==> config.mk <==
export PLATFORM = sky130hd
export DESIGN_NAME = fir_decimator
export DESIGN_NICKNAME = d
export VERILOG_FILES = /design/src/rtl/fir_decimator.sv
export SDC_FILE = /design/constraint.sdc
export NUM_CORES = 1
export LEC_CHECK = 0
export BUFFER_PORTS_ARGS = -buffer_cell sky130_fd_sc_hd__buf_4
export CAP_MARGIN = 20
export CORE_MARGIN = 3
export CORE_UTILIZATION = 61
export CTS_CLUSTER_SIZE = 20
export DETAILED_ROUTE_END_ITERATION = 8
export HOLD_SLACK_MARGIN = 0.06
export PLACE_DENSITY = 0.83
export SETUP_SLACK_MARGIN = 0.1
export SLEW_MARGIN = 20
export SYNTH_ARGS = -nofsm -noshare
export SYNTH_HDL_FRONTEND = slang
export SYNTH_SLANG_ARGS = --single-unit
==> constraint.sdc <==
create_clock -name clk -period 2.6 [get_ports clk]
set_input_delay 0.39 -clock clk [delete_from_list [all_inputs] [get_ports clk]]
set_output_delay 0.39 -clock clk [all_outputs]
set_load 0.01 [all_outputs]
==> src/rtl/fir_decimator.sv <==
// fir_decimator: sums every DEC consecutive accepted FIR samples into one exact
// result and queues results in a two-entry output FIFO. When the FIFO is full
// and nothing pops, the new result is dropped and a sticky overflow flag is set.
module fir_decimator #(
  parameter int BW_IN  = 3,
  parameter int DEC    = 4,
  parameter int BW_OUT = BW_IN + $clog2(DEC)
) (
  input  logic                     clk,
  input  logic                     reset,
  input  logic                     in_valid_i,
  input  logic signed [BW_IN-1:0]  in_data_i,
  output logic                     out_valid_o,
  input  logic                     out_ready_i,
  output logic signed [BW_OUT-1:0] out_data_o,
  output logic                     overflow_o
);

  localparam int PW = $clog2(DEC);
  localparam logic [PW-1:0] LAST_PHASE = PW'(DEC - 1);

  typedef enum logic [1:0] {
    FIFO_EMPTY,
    FIFO_ONE,
    FIFO_FULL
  } fifoState_t;

  logic [PW-1:0]            phase_q, phase_d;
  logic signed [BW_OUT-1:0] acc_q, acc_d;
  logic signed [BW_OUT-1:0] sampleExt;
  logic signed [BW_OUT-1:0] result;
  logic                     push;
  logic                     pop;

  fifoState_t               state_q, state_d;
  logic signed [BW_OUT-1:0] head_q, head_d;
  logic signed [BW_OUT-1:0] tail_q, tail_d;
  logic                     overflow_q, overflow_d;

  // The output width always exceeds the input width, so sign extension is a
  // plain replication of the sample's sign bit.
  assign sampleExt = {{(BW_OUT - BW_IN){in_data_i[BW_IN-1]}}, in_data_i};

  // The completed sum is the running total plus the final sample of the group.
  assign result = acc_q + sampleExt;

  // Phase tracking and accumulation. Phase 0 overwrites the accumulator so
  // no stale value can leak into a new group; the last phase emits and clears.
  always_comb begin
    phase_d = phase_q;
    acc_d   = acc_q;
    push    = 1'b0;
    if (in_valid_i) begin
      if (phase_q == LAST_PHASE) begin
        phase_d = '0;
        acc_d   = '0;
        push    = 1'b1;
      end else begin
        phase_d = phase_q + PW'(1);
        if (phase_q == '0) begin
          acc_d = sampleExt;
        end else begin
          acc_d = acc_q + sampleExt;
        end
      end
    end
  end

  // A pop needs a valid head; out_ready while empty is ignored.
  assign pop = (state_q != FIFO_EMPTY) && out_ready_i;

  // FIFO occupancy and contents. The head always holds the oldest result.
  // A pop moves the tail up; a push in FULL without a pop is dropped.
  always_comb begin
    state_d    = state_q;
    head_d     = head_q;
    tail_d     = tail_q;
    overflow_d = overflow_q;
    unique case (state_q)
      FIFO_EMPTY: begin
        if (push) begin
          head_d  = result;
          state_d = FIFO_ONE;
        end
      end
      FIFO_ONE: begin
        if (push && pop) begin
          head_d = result;
        end else if (push) begin
          tail_d  = result;
          state_d = FIFO_FULL;
        end else if (pop) begin
          state_d = FIFO_EMPTY;
        end
      end
      FIFO_FULL: begin
        if (push && pop) begin
          head_d = tail_q;
          tail_d = result;
        end else if (pop) begin
          head_d  = tail_q;
          state_d = FIFO_ONE;
        end else if (push) begin
          overflow_d = 1'b1;
        end
      end
      default: begin
        state_d = FIFO_EMPTY;
      end
    endcase
  end

  // All state registers, with synchronous reset taking priority over
  // any accept, push or pop on the same edge.
  always_ff @(posedge clk) begin
    if (reset) begin
      phase_q    <= '0;
      acc_q      <= '0;
      state_q    <= FIFO_EMPTY;
      head_q     <= '0;
      tail_q     <= '0;
      overflow_q <= 1'b0;
    end else begin
      phase_q    <= phase_d;
      acc_q      <= acc_d;
      state_q    <= state_d;
      head_q     <= head_d;
      tail_q     <= tail_d;
      overflow_q <= overflow_d;
    end
  end

  // The head is masked to zero while empty so stale entries never show.
  assign out_valid_o = (state_q != FIFO_EMPTY);
  assign out_data_o  = out_valid_o ? head_q : '0;
  assign overflow_o  = overflow_q;

endmodule

# Yosys cells after proc, flatten, opt, wreduce, memory -nomap -nowiden
# Cells that the tools add are included.
[op_classes]
eq_ne = 12
bitwise_logic = 2
reduce_logical = 11
mux = 20
add_sub_neg = 2
[ops]
columns = ["cell", "n"]
rows = [
  ["5-bit two-way mux", 8],
  ["5-bit one-hot mux with 3 select lines", 1],
  ["2-bit two-way mux", 7],
  ["2-bit != test, second input constant", 7],
  ["4-bit AND reduction", 3],
  ["5-bit one-hot mux with 2 select lines", 1],
  ["3-bit != test, second input constant", 2],
  ["2-bit one-hot mux with 3 select lines", 1],
  ["5-bit by 3-bit adder with 5-bit output", 1],
  ["5-bit AND reduction", 1],
  ["2-bit == test, second input constant", 2],
  ["2-bit zero test", 2],
  ["2-bit nonzero test", 2],
  ["3-bit nonzero test", 1],
  ["2-bit by 1-bit adder with 2-bit output, second input constant", 1],
  ["2-bit by 1-bit == test with 1-bit output, second input constant", 1],
  ["1-bit logical AND", 2],
  ["1-bit two-way mux", 2],
  ["1-bit inverter", 2],
]
[word_totals]
reg_bits = 20
out_inout_bits = 7

# Longest topological paths before layout
[depth]
word_depth = 6
mapped_depth = 7
depth_no_buf = 6

# Least setup slack after synthesis
# No wires, ideal clock.
[synth_timing]
path_kind = "input-to-reg"
from = "in in_data_i[0]"
to = "reg head_q[4]"
path_buffers = 0
t_arrival_ns = 1.699
slack_ns = 0.761
cell_stages = 6
setup_time_ns = 0.140
path_cell_list = "ha_1 -> fa_1 -> a21o_1 -> a21oi_1 -> xnor2_1 -> o221ai_1"
[synth_via]
elab_chain_cells = 3
[synth_lines]
columns = ["item", "line_no", "rtl"]
rows = [
  ["start: declaration", "12", "input logic signed [BW_IN-1:0] in_data_i,"],
  ["5-bit by 3-bit adder with 5-bit output (*)", "45", "assign result = acc_q + sampleExt;"],
  ["5-bit two-way mux (on tied branches)", "87, 81", ""],
  ["5-bit one-hot mux with 3 select lines (*)", "79", "unique case (state_q)"],
  ["end signal: assignment", "120", "head_q <= '0;"],
  ["end signal: assignment", "127", "head_q <= head_d;"],
  ["end: declaration", "36", "logic signed [BW_OUT-1:0] head_q, head_d;"],
]
# Mark *: on every way between the ends. The rest lies on a longest branch, timed or not. The select of a mux whose other input is x is not followed.
# A chain may end at the register's enable or synchronous reset.

# Final worst setup path
[layout_timing]
from = "reg acc_q[0]"
to = "reg tail_q[4]"
[layout_via]
elab_chain_cells = 4
[layout_lines]
columns = ["item", "line_no", "rtl"]
rows = [
  ["start: declaration", "29", "logic signed [BW_OUT-1:0] acc_q, acc_d;"],
  ["start signal: assignment", "118", "acc_q <= '0;"],
  ["start signal: assignment", "125", "acc_q <= acc_d;"],
  ["5-bit by 3-bit adder with 5-bit output (*)", "45", ""],
  ["5-bit two-way mux", "89", "end else if (push) begin"],
  ["5-bit two-way mux", "87", "if (push && pop) begin"],
  ["5-bit one-hot mux with 2 select lines (*)", "79", ""],
  ["end signal: assignment", "128", "tail_q <= tail_d;"],
  ["end: declaration", "37", "logic signed [BW_OUT-1:0] tail_q, tail_d;"],
]
# Marked as above.

==> metrics.yaml <==
run_status:
  outcome: "completed"
cts:
  cts_hold_buffers: 0
  cts_resized: 0
  cts_tree: "yes"
  clkTransAtPathRegs_ps: 120
  ctsRootBufferMaster: "clkbuf_4"
  cts_setup_buffers: 0
  clkLatencyLatePin_ps: 310
  cts_inserted_buffers: 3
  cts_sinks: 20
  cts_buffer_depth: 2
  h-tree-depth: 1
sta:
  setup_tns_ps: 0
  fin_crit_sh_pct: 74.2
  max_freq_mhz: 519
  finalMaxSlewViolations: 0
  skew_ps: 3.55
  setup_ws_ps: 672
  finalHoldViolations: 0
  rsz0062_at_grt: "false"
  finalHoldWorstSlack_ps: 372
  setup_viol: 0
  max_slew_margin_pct: 68.6
  tightest_slew_ps: 469
  layout_min_cycle_time_ps: 1930
finish:
  layoutNonFillerInstCount: 173
  num-nets-final: 163
  drive_above_1_share_pct: 16.2
  syn_to_final_growth_pct: 13.0
  fin_util_pct: 74.8
  mostFrequentLayoutCells: "nor2_1 (20), dfxtp_1 (20), nand2_1 (13), buf_4 (13)"
  n_antenna_cell: 0
  fillers: 154
  design_area_mm2: 0.00133
global_routing:
  grt_max_degree: 23
  antenna_found_initial: 0
  grt_pass1_wl_mm: 4.06
  grt_pass1_vias: 983
  grtUsageTotal_pct: 21.0
  grt-ovfl-total: 0
place:
  io_buffers: 13
  dp_hpwl_mm: 1.69
  pre_cts_slack_ps: 539
  placed_area_mm2: 0.00128
  place_congestion: 0.840
  place_inst: 169
synth:
  ys_seq_area_share_pct: 33.9
  synth_top_area_cell: "dfxtp_1"
  netlist_instances: 136
  synth_nets: 150
  synth-edff-count: 0
  synthesis.area_mm2: 0.00118
  yosysWarnings: 0
  ys_seq_elements: 20
  synthTopCellsByArea: "dfxtp_1 (34%), ha_1 (6.4%), nor2_1 (6.4%), mux2i_1 (5.1%), nand2_1 (4.1%)"
  synth_top_area_share_pct: 33.9
  syn_area_per_cell_um2: 8.68
  ys_types: 40
  synth_top_flop_cell: "dfxtp_1"
  ys_async_sr_fraction_pct: 0
drt:
  dr.first_iter.drc_count: 14
  vias: 989
  routed_wl_mm: 2.34
  ant_nets: 0
  route.detailed.drc: 0
  routedWlPerCell_um: 13.5
  vias_per_cell: 5.72
  first_pass_iters: 4
setup_path:
  required_ps: 2820
  r2r-end: "tail_q[4]"
  startpoint: "acc_q[0]"
  crit_path_end_kind: "register"
  critical_path.startpoint_type: "register"
  reg2reg_depth: 6
  crit_fanout: 2
  worstSetupPathType: "register to register"
  reg2reg_from: "acc_q[0]"
  crit_end: "tail_q[4]"
  crit_arrival_ps: 2150
  r2r_slack_ps: 670
pwr:
  power_density_mw_per_mm2: 526
  totalPowerFinal_mw: 0.702
  leakagePower_nw: 0.531
  ir_worst_vdd_mv: 0.526
job:
  max_cap_viol_count: 0
floorplanning:
  dieArea_mm2: 0.00250
  io_pins: 14
  die_h_um: 50.0
  start_util_pct: 66.2
  die_x_um: 50.0
  fp-row-count: 15
  core_mm2: 0.00178
hold_path:
  hold_path.class: "input pin to register"
## sequential cells by signal, summed over array words and instances, names as in the netlist
name / flops
tail_q: 5
state_q: 2
phase_q: 2
head_q: 5
acc_q: 5
overflow_o: 1
## how the worst min path moves through the flow
stage / from / end / slack [ps] / cells after the start
after detailed placement: acc_q[0] / acc_q[0] / 460 / 2
after global placement: acc_q[0] / acc_q[0] / 450 / 2
after CTS: in_valid_i / acc_q[4] / 370 / 3
final: in_valid_i / phase_q[1] / 370 / 3
after global routing: in_valid_i / acc_q[4] / 400 / 3
after floorplan: acc_q[0] / acc_q[0] / 440 / 2
## area by class of cell
class	instances	area [µm²]	share of cell area [%]
inverters	5	18.8	1.41
repair buffers	13	97.6	7.32
multi-input cells	106	733	55.0
clock buffers	3	22.5	1.69
well taps	25	31.3	2.35
flip-flops and latches	20	400	30.0
clock inverters	1	30.0	2.25
## report_power, final
group | leakage [nW] | switching (mW) | internal, mW
Combinational | 0.341 | 0.0620 | 0.0549
Clock | 0.0279 | 0.103 | 0.156
Sequential | 0.162 | 0.00876 | 0.317
Total | 0.531 | 0.174 | 0.528
## cells by family (layout without fill, tap and decap cells)
| family | Yosys count | after routing | share of synthesized area [%] |
|---|---|---|---|
| AO/OA/AOI/OAI | 27 | 27 | 17.3 |
| XOR/XNOR | 4 | 4 | 2.97 |
| adder cells (fa/ha/maj) | 7 | 7 | 8.06 |
| buffers and inverters | 10 | 22 | 3.92 |
| flip-flops | 20 | 20 | 33.9 |
| multiplexers | 9 | 9 | 7.95 |
| AND/OR/NAND/NOR | 59 | 59 | 25.9 |
## synth_stat cells, types with 2 or more instances
library cell and n:
nand3_1 3, inv_1 5, a311oi_1 3, ha_1 6
a21oi_1 7, nand2b_1 4, a21o_1 2, dfxtp_1 20
xnor2_1 4, clkbuf_1 2, nand3b_1 2, nor2b_1 7
mux2i_1 6, nor2_1 20, a211oi_1 2, o21ai_0 5
mux2_2 3, nand2_1 13
## worst max-delay path, cell delays in order, from the launching register on
cell and delay (ps):
dfxtp_1 340, ha_1 200, fa_1 410, a21o_1 220, a21oi_1 280, xnor2_1 140
a211oi_1 260
## per-layer routing
metal	track usage (%)	vias to the layer above	part of all wire, %
met4	8.29	0	0.73
li1	-	505	-
met3	3.63	2	2.9
met1	24.4	468	46
met5	0	-	0
met2	37.4	14	51
Power figures use the tool's default switching activity.
